==> config.mk <==
export PLATFORM = sky130hd
export DESIGN_NAME = dense_layer_engine
export DESIGN_NICKNAME = d
export VERILOG_FILES = /design/src/rtl/dense_layer_engine.sv
export SDC_FILE = /design/constraint.sdc
export NUM_CORES = 2
export LEC_CHECK = 0
export CAP_MARGIN = 20
export CELL_PAD_IN_SITES_DETAIL_PLACEMENT = 1
export CELL_PAD_IN_SITES_GLOBAL_PLACEMENT = 1
export CORE_MARGIN = 2
export CORE_UTILIZATION = 45
export CTS_CLUSTER_SIZE = 24
export DETAILED_ROUTE_END_ITERATION = 7
export PLACE_DENSITY_LB_ADDON = 0.1
export SKIP_CTS_REPAIR_TIMING = 1
export SYNTH_ARGS = -nofsm -noshare
export SYNTH_HDL_FRONTEND = slang
export SYNTH_SLANG_ARGS = --single-unit
==> constraint.sdc <==
create_clock -name clk -period 11.86 [get_ports clk]
set_input_delay 2.372 -clock clk [delete_from_list [all_inputs] [get_ports clk]]
set_output_delay 2.372 -clock clk [all_outputs]
set_load 0.005 [all_outputs]
==> src/rtl/dense_layer_engine.sv <==
// Time-multiplexed fully-connected layer: NUM_PE fixed-point MAC lanes that stream
// weights/biases from a synchronous memory and emit activated output groups.
module dense_layer_engine #(
    parameter int DATA_WIDTH    = 16,
    parameter int FRAC_BITS     = 8,
    parameter int ACC_WIDTH     = 40,
    parameter int NUM_IN        = 2,
    parameter int NUM_OUT       = 32,
    parameter int NUM_PE        = 4,
    parameter int ADDRESS_WIDTH = 10,
    parameter int ACT_MODE      = 2,
    parameter int ALPHA_SHIFT   = 3,
    localparam int NUM_GROUPS   = NUM_OUT / NUM_PE,
    localparam int GROUP_W      = (NUM_GROUPS > 1) ? $clog2(NUM_GROUPS) : 1
) (
    input  logic                         clk,
    input  logic                         rst,
    input  logic                         i_start,
    input  logic                         i_in_valid,
    input  logic [DATA_WIDTH-1:0]        i_in_data,
    output logic                         o_in_ready,
    output logic [ADDRESS_WIDTH-1:0]     o_w_addr,
    output logic                         o_w_en,
    input  logic [NUM_PE*DATA_WIDTH-1:0] i_w_data,
    output logic                         o_out_valid,
    output logic [NUM_PE*DATA_WIDTH-1:0] o_out_data,
    output logic [GROUP_W-1:0]           o_out_index,
    input  logic                         i_out_ready,
    output logic                         o_busy,
    output logic                         o_done
);

    localparam int CNT_W = $clog2(NUM_IN + 2);
    localparam logic signed [ACC_WIDTH-1:0] SAT_MAX =
        ACC_WIDTH'((longint'(1) <<< (DATA_WIDTH - 1)) - 1);
    localparam logic signed [ACC_WIDTH-1:0] SAT_MIN = ~SAT_MAX;

    typedef enum logic [2:0] {
        S_IDLE,
        S_LOAD,
        S_MAC,
        S_ACT,
        S_OUT,
        S_DONE
    } state_t;

    state_t                        state_q, state_d;
    logic [CNT_W-1:0]              cnt_q, cnt_d;
    logic [GROUP_W-1:0]            g_q, g_d;
    logic [DATA_WIDTH-1:0]         buf_q [NUM_IN];
    logic [DATA_WIDTH-1:0]         buf_d [NUM_IN];
    logic signed [ACC_WIDTH-1:0]   acc_q [NUM_PE];
    logic signed [ACC_WIDTH-1:0]   acc_d [NUM_PE];
    logic [NUM_PE*DATA_WIDTH-1:0]  out_data_q, out_data_d;
    logic [GROUP_W-1:0]            out_index_q, out_index_d;

    logic [DATA_WIDTH-1:0]           sel_in;
    logic signed [DATA_WIDTH-1:0]    lane_w    [NUM_PE];
    logic signed [2*DATA_WIDTH-1:0]  lane_prod [NUM_PE];
    logic signed [ACC_WIDTH-1:0]     term      [NUM_PE];
    logic signed [ACC_WIDTH-1:0]     shifted   [NUM_PE];
    logic signed [DATA_WIDTH-1:0]    lane_sat  [NUM_PE];
    logic signed [DATA_WIDTH-1:0]    lane_act  [NUM_PE];
    logic [NUM_PE*DATA_WIDTH-1:0]    act_data;

    // Read data in MAC cycle cnt belongs to row cnt-1; row NUM_IN is the bias row.
    always_comb begin
        sel_in = '0;
        for (int k = 0; k < NUM_IN; k++) begin
            if (cnt_q == CNT_W'(k + 1)) begin
                sel_in = buf_q[k];
            end
        end
        for (int p = 0; p < NUM_PE; p++) begin
            lane_w[p]    = i_w_data[p*DATA_WIDTH +: DATA_WIDTH];
            lane_prod[p] = $signed(sel_in) * lane_w[p];
            if (cnt_q == CNT_W'(NUM_IN + 1)) begin
                term[p] = {{(ACC_WIDTH-DATA_WIDTH-FRAC_BITS){lane_w[p][DATA_WIDTH-1]}},
                           lane_w[p], {FRAC_BITS{1'b0}}};
            end else begin
                term[p] = {{(ACC_WIDTH-2*DATA_WIDTH){lane_prod[p][2*DATA_WIDTH-1]}},
                           lane_prod[p]};
            end
        end
    end

    always_comb begin
        act_data = '0;
        for (int p = 0; p < NUM_PE; p++) begin
            shifted[p] = acc_q[p] >>> FRAC_BITS;
            if (shifted[p] > SAT_MAX) begin
                lane_sat[p] = {1'b0, {(DATA_WIDTH-1){1'b1}}};
            end else if (shifted[p] < SAT_MIN) begin
                lane_sat[p] = {1'b1, {(DATA_WIDTH-1){1'b0}}};
            end else begin
                lane_sat[p] = shifted[p][DATA_WIDTH-1:0];
            end
            lane_act[p] = lane_sat[p];
            if (lane_sat[p][DATA_WIDTH-1]) begin
                if (ACT_MODE == 1) begin
                    lane_act[p] = '0;
                end else if (ACT_MODE == 2) begin
                    lane_act[p] = lane_sat[p] >>> ALPHA_SHIFT;
                end
            end
            act_data[p*DATA_WIDTH +: DATA_WIDTH] = lane_act[p];
        end
    end

    always_comb begin
        state_d     = state_q;
        cnt_d       = cnt_q;
        g_d         = g_q;
        buf_d       = buf_q;
        acc_d       = acc_q;
        out_data_d  = out_data_q;
        out_index_d = out_index_q;
        case (state_q)
            S_IDLE: begin
                if (i_start) begin
                    cnt_d   = '0;
                    state_d = S_LOAD;
                end
            end
            S_LOAD: begin
                if (i_in_valid) begin
                    for (int k = 0; k < NUM_IN; k++) begin
                        if (cnt_q == CNT_W'(k)) begin
                            buf_d[k] = i_in_data;
                        end
                    end
                    if (cnt_q == CNT_W'(NUM_IN - 1)) begin
                        cnt_d   = '0;
                        g_d     = '0;
                        state_d = S_MAC;
                    end else begin
                        cnt_d = cnt_q + 1'b1;
                    end
                end
            end
            S_MAC: begin
                for (int p = 0; p < NUM_PE; p++) begin
                    acc_d[p] = (cnt_q == '0) ? '0 : acc_q[p] + term[p];
                end
                if (cnt_q == CNT_W'(NUM_IN + 1)) begin
                    cnt_d   = '0;
                    state_d = S_ACT;
                end else begin
                    cnt_d = cnt_q + 1'b1;
                end
            end
            S_ACT: begin
                out_data_d  = act_data;
                out_index_d = g_q;
                state_d     = S_OUT;
            end
            S_OUT: begin
                if (i_out_ready) begin
                    if (g_q == GROUP_W'(NUM_GROUPS - 1)) begin
                        state_d = S_DONE;
                    end else begin
                        g_d     = g_q + 1'b1;
                        state_d = S_MAC;
                    end
                end
            end
            S_DONE: begin
                state_d = S_IDLE;
            end
            default: begin
                state_d = S_IDLE;
            end
        endcase
    end

    always_ff @(posedge clk or posedge rst) begin
        if (rst) begin
            state_q     <= S_IDLE;
            cnt_q       <= '0;
            g_q         <= '0;
            out_data_q  <= '0;
            out_index_q <= '0;
            for (int k = 0; k < NUM_IN; k++) begin
                buf_q[k] <= '0;
            end
            for (int p = 0; p < NUM_PE; p++) begin
                acc_q[p] <= '0;
            end
        end else begin
            state_q     <= state_d;
            cnt_q       <= cnt_d;
            g_q         <= g_d;
            out_data_q  <= out_data_d;
            out_index_q <= out_index_d;
            buf_q       <= buf_d;
            acc_q       <= acc_d;
        end
    end

    always_comb begin
        o_w_en      = (state_q == S_MAC) && (cnt_q <= CNT_W'(NUM_IN));
        o_w_addr    = '0;
        if (o_w_en) begin
            o_w_addr = ADDRESS_WIDTH'(g_q) * ADDRESS_WIDTH'(NUM_IN + 1) + ADDRESS_WIDTH'(cnt_q);
        end
        o_in_ready  = (state_q == S_LOAD);
        o_out_valid = (state_q == S_OUT);
        o_busy      = (state_q != S_IDLE);
        o_done      = (state_q == S_DONE);
        o_out_data  = out_data_q;
        o_out_index = out_index_q;
    end

endmodule

==> impl_results.md <==
* Initial Util at 45.2%
* Commonest non-fill, non-tap cell in the layout: inv_1
* Final ANT Viol Nets at 0
* Clock Skew at 0.0521 ns
* Synth top area share at 36.1%
* WP buf/inv at 7
* Top Family by Delay on Critical Path: adder cells
* Critical path's slowest cell: clkdlybuf4s50_1
* Overall routing resource usage at 28.1%
* Minimum clock period at roughly 11 ns
* Post-synth EDFFs at 0
* FF-to-FF path depth at 40
* Post-layout util at 50.1%
* Final #Nets at approximately 8400
* Crit path arrival time at 11.71 ns
* DR WL/cell at 21.1 um
* GR Overflow Total at 0
* Pre-antenna DRT Iters at 7
* Num CTS Buffers at 37
* Fin. Hold Viols at 0
* Synthesis warning total at 0
* Max frequency at about 89 MHz
* IO buf count at roughly 160
* Top FF cell, synth: dfrtp_1
* CP max stage delay at 0.63 ns
* Die Height at 364 um
* I/O Pins at 167
* Async S/R FF share, synth at 100%
* Levels on crit path at 37
* Clk_lat worst skew at between 0.6 and 0.7 ns
* Syn_area_per_cell at 8.81 um2
* Area leader, netlist: fa_1
* First DRT Iteration DRCs at about 1800
* Number of global-route vias before repair at 51372
* Via density at 5.35
* Layout Area Growth over Synthesis at 10.7%
* Final count of pins violating max slew at 0
* Yosys cell types at 86
* Largest net degree at the start of global routing at 132
* Area contributors post-synth: fa_1 (36%), dfrtp_1 (11%), ha_1 (11%)
* Clock root buffer: clkbuf_16
* Die W at 364 um
* Crit-path most repeated cell: fa_1
* Synth Register Bits at 267
* Final period utilization at a little over nine tenths
* Max-slew headroom at around a third
* Share of layout cells above drive strength 1 at ~6.0%
* Core Footprint at between 0.1 and 0.15 mm2
* Antenna violations before repair at 16
* Tightest Pin Transition at 0.974 ns
* Hold WC Path Type: reg2reg
* Final wirelength at 181000 um
* TritonCTS clock tree: done
* Clock sink count at 267
* Die Footprint at approximately 0.13 mm2
* WHS at approximately 0.48 ns
* Max Buffers Root-to-Sink at 3
* CP startpoint kind: input pin
* First-pass GRT wire length at around 290000 um
* Residual DRC at 0
* Final setup vio count at 0
* Finished Cell Area at 0.0647 mm2
* CP Capture Type: register
* DP HPWL at 149000 um
* DR vias at about 46000
* Critical path class: in2reg
* Syn Std Cell Area at 0.0584 mm2
* Hold Path Depth at 2
* Sequential cell area fraction in the yosys report at 11.4%
* Most frequent cells in the layout: inv_1 (1185), fa_1 (1054), nand2_1 (885), and2_1 (508), ha_1 (501)
* Unrepaired setup endpoints after global routing: false
* Critical path data required time at 12.33 ns
* Setup slack after layout at 0.623 ns
* DP Worst Slack at -0.0873 ns
* H-tree depth at 2
* Clk pin slew, worst setup/hold paths at approximately 0.060 ns
* Cell Rows at 132
* Status: complete, no violations
* Max-cap viol count at 0
* CP Max Fanout at 8
* GP Congestion at roughly 0.87
* Placed cell area at between 0.06 and 0.07 mm2
* Mapped Cells at 6633
-- registers in the layout (all words and copies together) (netlist names) --
register,cells
acc_q,160
buf_q,32
cnt_q,2
g_q,3
o_out_data,64
o_out_index,3
state_q,3
-- cell type report --
class / count / area (um2)
Multi-Input combinational cell: 4903 / 46400
Inverter: 1186 / 4460
Antenna cell: 2 / 5.00
Clock inverter: 20 / 248
Sequential cell: 267 / 6680
Tap cell: 1742 / 2180
Fill cell: 15159 / 64500
Timing Repair Buffer: 396 / 3580
Clock buffer: 48 / 1060
-- Yosys cell counts (39+ instances only) --
master and number:
inv_1 1186, fa_1 1054, nand2_1 887, and2_1 508
ha_1 504, o21ai_0 371, nor2_1 269, dfrtp_1 267
clkbuf_1 265, a21oi_1 259, xnor2_1 154, a21o_1 138
xor2_1 112, nor3_1 43, nor2b_1 41, o21a_1 41
mux2_2 39, nand3_1 39
-- worst reg2reg max path: cells and delay by family, from the launching register on --
family          cells  cell delay [ns]
fa+ha+maj           9             3.79
compound gates     12             2.79
buf+inv            10             1.59
simple gates        6             1.45
flops               1             0.48
xor+xnor            2             0.29
mux                 1             0.20
-- cells by family after synthesis --
logic type	synth area share [%]
compound gates	11.3
xor+xnor	4.02
fa+ha+maj	46.9
buf+inv	9.46
flops	11.4
mux	0.884
other cells	0.00642
simple gates	16.0
-- through the flow --
step | std cells | TNS [ns]
finish | 8564 | 0
global route | 8562 | 0
CTS | 8561 | 0
detailed placement | 8493 | -0.0873
global placement | 8491 | 0
floorplan | 6637 | 0
-- layer usage --
layer	track usage (%)	up-vias	wire length [um]
met4	8.40	8	6090
met1	36.3	23948	76600
met3	2.10	232	5160
li1	-	21017	-
met2	50.4	652	92800
met5	0	-	65
-- path summary, 6_finish.rpt --
path	slack, ns	endpoint	startpoint
worst max-delay path	0.62	acc_q[119]$_DFFE_PP0P_	i_w_data[22]
min in group asynchronous	2.22	o_out_index[2]$_DFFE_PP0N_	rst
worst max register to register	1.10	acc_q[159]$_DFFE_PP0P_	cnt_q[0]$_DFFE_PP0P_
worst min register to register	0.48	o_out_data[5]$_DFFE_PP0N_	o_out_data[5]$_DFFE_PP0N_
max in group asynchronous	8.18	acc_q[40]$_DFFE_PP0P_	rst
worst min-delay path	0.48	o_out_data[5]$_DFFE_PP0N_	o_out_data[5]$_DFFE_PP0N_
Power is left out: the tool's default activity adds up to more than one toggle a clock period on the data nets, which glitch-free logic cannot reach.
